## src/rtl/alu_cmd_sequencer.sv

```systemverilog
// Command sequencer for the 16-bit combinational ALU: registers a command onto the ALU inputs,
// waits SETTLE_CYCLES, then captures result/flags behind a valid/ready handshake.
module alu_cmd_sequencer #(
    parameter int SETTLE_CYCLES = 1,
    parameter int CNT_W         = 8
) (
    input  logic             clk,
    input  logic             rst,
    input  logic             cmd_valid,
    output logic             cmd_ready,
    input  logic [2:0]       cmd_opc,
    input  logic [15:0]      cmd_a,
    input  logic [15:0]      cmd_b,
    input  logic             cmd_c,
    input  logic             cmd_use_acc,
    output logic [2:0]       alu_opc,
    output logic [15:0]      alu_ina,
    output logic [15:0]      alu_inb,
    output logic             alu_inc,
    input  logic [15:0]      alu_w,
    input  logic             alu_zer,
    input  logic             alu_neg,
    output logic             res_valid,
    input  logic             res_ready,
    output logic [15:0]      res_w,
    output logic             res_zer,
    output logic             res_neg,
    output logic             res_err,
    output logic [15:0]      acc,
    output logic [CNT_W-1:0] op_count
);

    typedef enum logic [1:0] {
        IDLE,
        SETTLE,
        DONE
    } state_t;

    localparam logic [2:0] OPC_UNDEF   = 3'b111;
    localparam logic [3:0] SETTLE_LOAD = 4'(SETTLE_CYCLES - 1);

    state_t     state;
    logic [3:0] settle_cnt;

    // Handshake outputs are registered next to the state so they change only on state transitions.
    always_ff @(posedge clk) begin
        if (rst) begin
            state      <= IDLE;
            settle_cnt <= '0;
            cmd_ready  <= 1'b1;
            res_valid  <= 1'b0;
            alu_opc    <= '0;
            alu_ina    <= '0;
            alu_inb    <= '0;
            alu_inc    <= 1'b0;
            res_w      <= '0;
            res_zer    <= 1'b0;
            res_neg    <= 1'b0;
            res_err    <= 1'b0;
            acc        <= '0;
            op_count   <= '0;
        end else begin
            case (state)
                IDLE: begin
                    if (cmd_valid) begin
                        alu_opc   <= cmd_opc;
                        alu_ina   <= cmd_use_acc ? acc : cmd_a;
                        alu_inb   <= cmd_b;
                        alu_inc   <= cmd_c;
                        cmd_ready <= 1'b0;
                        if (cmd_opc == OPC_UNDEF) begin
                            res_w     <= '0;
                            res_zer   <= 1'b0;
                            res_neg   <= 1'b0;
                            res_err   <= 1'b1;
                            res_valid <= 1'b1;
                            state     <= DONE;
                        end else begin
                            settle_cnt <= SETTLE_LOAD;
                            state      <= SETTLE;
                        end
                    end
                end
                SETTLE: begin
                    if (settle_cnt == 4'd0) begin
                        res_w     <= alu_w;
                        res_zer   <= alu_zer;
                        res_neg   <= alu_neg;
                        res_err   <= 1'b0;
                        acc       <= alu_w;
                        res_valid <= 1'b1;
                        state     <= DONE;
                    end else begin
                        settle_cnt <= settle_cnt - 4'd1;
                    end
                end
                DONE: begin
                    if (res_ready) begin
                        res_valid <= 1'b0;
                        cmd_ready <= 1'b1;
                        op_count  <= op_count + 1'b1;
                        state     <= IDLE;
                    end
                end
                default: begin
                    cmd_ready <= 1'b1;
                    res_valid <= 1'b0;
                    state     <= IDLE;
                end
            endcase
        end
    end

endmodule

```

## config.mk

```make
export PLATFORM = sky130hd
export DESIGN_NAME = alu_cmd_sequencer
export DESIGN_NICKNAME = d
export VERILOG_FILES = /design/src/rtl/alu_cmd_sequencer.sv
export SDC_FILE = /design/constraint.sdc
export NUM_CORES = 1
export LEC_CHECK = 0
export BUFFER_PORTS_ARGS = -buffer_cell sky130_fd_sc_hd__buf_2
export CAP_MARGIN = 20
export CORE_ASPECT_RATIO = 1.75
export CORE_MARGIN = 5
export CORE_UTILIZATION = 43
export DETAILED_ROUTE_END_ITERATION = 10
export PLACE_DENSITY = 0.83
export SYNTH_ARGS = -nofsm -noshare
export SYNTH_HDL_FRONTEND = slang
export SYNTH_SLANG_ARGS = --single-unit
```

## constraint.sdc

```tcl
create_clock -name clk -period 1.64 [get_ports clk]
set_input_delay 0.246 -clock clk [delete_from_list [all_inputs] [get_ports clk]]
set_output_delay 0.246 -clock clk [all_outputs]
set_load 0.05 [all_outputs]
```

==> results.cfg <==
[final_layout]
diodes = 0
final_cell_mix = 139 x buf_2, 94 x nand2_1, 84 x dfxtp_1
final_core_util_pct = 59.8
final_common_cell = buf_2
drive_gt1_share_pct = 34.5
stdcell_area_mm2 = 0.00453
num-fill-cells = 684
syn2layout_area_growth_pct = 36.0
final_nets = 591
fin_cells = 619

[placed_design]
gp_congestion = 0.840
dpl_cell_area_mm2 = 0.00419
dp.cells = 604
port_buffers = 139
hpwl_um = 6970

[synth]
synth-xor-area-share_pct = 1.58
ys_types = 34
syn_avg_cell_area_um2 = 8.58
synth_edf_count = 0
synthCells = 388
synth.yosys.seq_area_share_pct = 52.3
synth_nets = 450
synth_top_family_by_area = simple AND/OR/NAND/NOR gates
ys_seq_elements = 87
synth_compound_area_share_pct = 15.7
yosys_warnings = 0
synth_adder_area_share_pct = 1.13
synth-main-ff-cell = dfxtp_1
synthMuxAreaShare_pct = 5.11
ys_async_sr_fraction_pct = 0
synth_area_mm2 = 0.00333
synthSimpleGateAreaFrac_pct = 20.0

[clocking]
cts_buffer_depth = 2
clk_pin_slew_ns = 0.06
clkLatencyLatePin_ns = 0.34
clock-root-buffer = clkbuf_16
cts_tree = done
cts_hold_buf = 0
cts_sinks = 87
numCtsBuffers = 9
cts_max_level = 3

[setup_path]
worstSetupPathType = flop to flop
start_kind = flop
rrSetupSlack_ns = 0.05
required_ns = 1.91
end_kind = flop
timing.critical_path.fanout_max = 7
worstPathArrival_ns = 1.86

[routing]
drt-total-wl_um = 9350
drt-wirelength-per-cell_um = 15.1
drc_errors = 0
ant_nets = 0
dr.pass1.iters = 4
avgViaCountPerCell = 5.17
dr_total_vias = 3201
drtIter0Drc = 112

[hold_path]
hold_path_class = input port to flop

[power]
vdd_drop_max_mv = 0.881
p_comb_share_pct = 27.4
clkPwrFrac_pct = 31.8
p_per_area_mw_per_mm2 = 1320
internal-power_mw = 3.94
p_leak_nw = 2.07
p_switching_mw = 2.03
p_sw_share_pct = 34.0
seq_power_share_pct = 40.8

[flow_run]
cap_violations = 0

[die]
core_mm2 = 0.00757
initial_core_util_pct = 44.0
io_pins = 140
die_area_mm2 = 0.00967
num_rows = 42
die_width_um = 76.5
die_h_um = 126

[global_routing]
grt_max_degree = 46
grt_pass1_wl_um = 14700
grt_pass1_vias = 3136
antenna_found_initial = 0
track_usage_pct = 18.6
gr-total-overflow = 0

[sta]
fin_crit_ns = 1.59
setup_violations = 0
rsz0062_at_grt = true
finalMaxSlewViolations = 0
worst_pin_slew_ns = 0.474
finalHoldViolCount = 0
slew_headroom_pct = 68.4
clock.fmax_mhz = 629
skew_ns = 0.00565
period_share_pct = 96.9

[outcome]
status = completed
[state kept, by name, summed over array words and instances (netlist names)]
signal and flops:
res_zer 1, alu_inc 1, settle_cnt 4, cmd_ready 1
res_w 16, res_neg 1, acc 16, op_count 8
alu_ina 16, alu_opc 3, alu_inb 16, state 2
res_err 1, res_valid 1
[through the flow]
stage / setup slack (ns) / total power [mW] / hold WS, ns / TNS [ns]
2_1_floorplan: 0.0321 / 3.59 / 0.382 / 0
3_3_place_gp: 0.0594 / 4.03 / 0.439 / 0
3_5_place_dp: -0.0606 / 4.07 / 0.444 / -0.111
4_1_cts: 0.0525 / 5.98 / 0.135 / 0
5_1_grt: -0.0258 / 6.25 / 0.143 / -0.174
6_report: 0.0503 / 5.97 / 0.145 / 0
[power groups by stage]
stage	Combinational, mW	Sequential (mW)	Clock [mW]
2_1_floorplan	0.521	3.07	0
3_3_place_gp	1.57	2.46	0
3_5_place_dp	1.60	2.47	0
4_1_cts	1.61	2.43	1.94
5_1_grt	1.75	2.46	2.04
6_report	1.64	2.43	1.90
[cells by family after synthesis]
kind of cell	after synthesis
muxes	17
AOI/OAI and AO/OA	90
DFF	87
xor gates and xnor gates	6
and+or+nand+nor	154
adders and majority gates	3
buffers and inverters	31
[worst paths after layout]
check | endpoint | cells past startpoint | startpoint
min | alu_inb[10] | 3 | cmd_b[10]
max | res_zer | 7 | settle_cnt[0]
max reg2reg | res_zer | 7 | settle_cnt[0]
min reg2reg | alu_inb[3] | 2 | alu_inb[3]
[critical path, cell delays in order, from the launching register on]
cell     delay [ns]
dfxtp_2        0.33
inv_2          0.08
ha_4           0.13
or3b_4         0.40
nor2_4         0.19
buf_12         0.14
nand4_1        0.09
a21oi_1        0.15
[routing by layer]
layer	GRT usage, %	vias to the layer above	wire [um]
met2	30.8	133	4680
met5	0	-	0
met3	5.39	23	592
li1	-	1602	-
met4	11.5	0	372
met1	20.9	1443	3700
[area by class of cell]
class / instances / area [um^2] / area share (%)
flip-flops and latches: 87 / 1750 / 38.6
clock buffers: 11 / 233 / 5.14
well taps: 88 / 110 / 2.43
repair buffers: 156 / 891 / 19.7
clock inverters: 2 / 35.0 / 0.774
multi-input cells: 270 / 1490 / 33.0
inverters: 5 / 18.8 / 0.415
[Yosys cell counts (all sizes together) (2+ instances only)]
| library cell | number | area share, % |
|---|---|---|
| xor2 | 2 | 0.53 |
| nand4 | 3 | 0.56 |
| nor3b | 2 | 0.75 |
| a21oi | 61 | 9.2 |
| nand2 | 94 | 11 |
| ha | 3 | 1.1 |
| buf | 10 | 1.8 |
| nor4 | 2 | 0.38 |
| nor2b | 2 | 0.38 |
| nor2 | 29 | 3.3 |
| nand3 | 6 | 0.90 |
| nand2b | 3 | 0.56 |
| or3 | 3 | 0.56 |
| a22oi | 4 | 1.2 |
| clkbuf | 16 | 1.8 |
| xnor2 | 4 | 1.1 |
| mux2i | 17 | 5.1 |
| o21ai | 5 | 0.75 |
| nor3 | 4 | 0.60 |
| dfxtp | 87 | 52 |
| a211oi | 18 | 4.1 |
| inv | 5 | 0.56 |
[timing repair]
item | CTS | global route
gates cloned | 0 | 1
resized for setup | 2 | 12
pin swaps | 2 | 4
setup buffers | 0 | 1
endpoints found under the setup margin | 8 | 12
(Power assumes the default switching activity.)
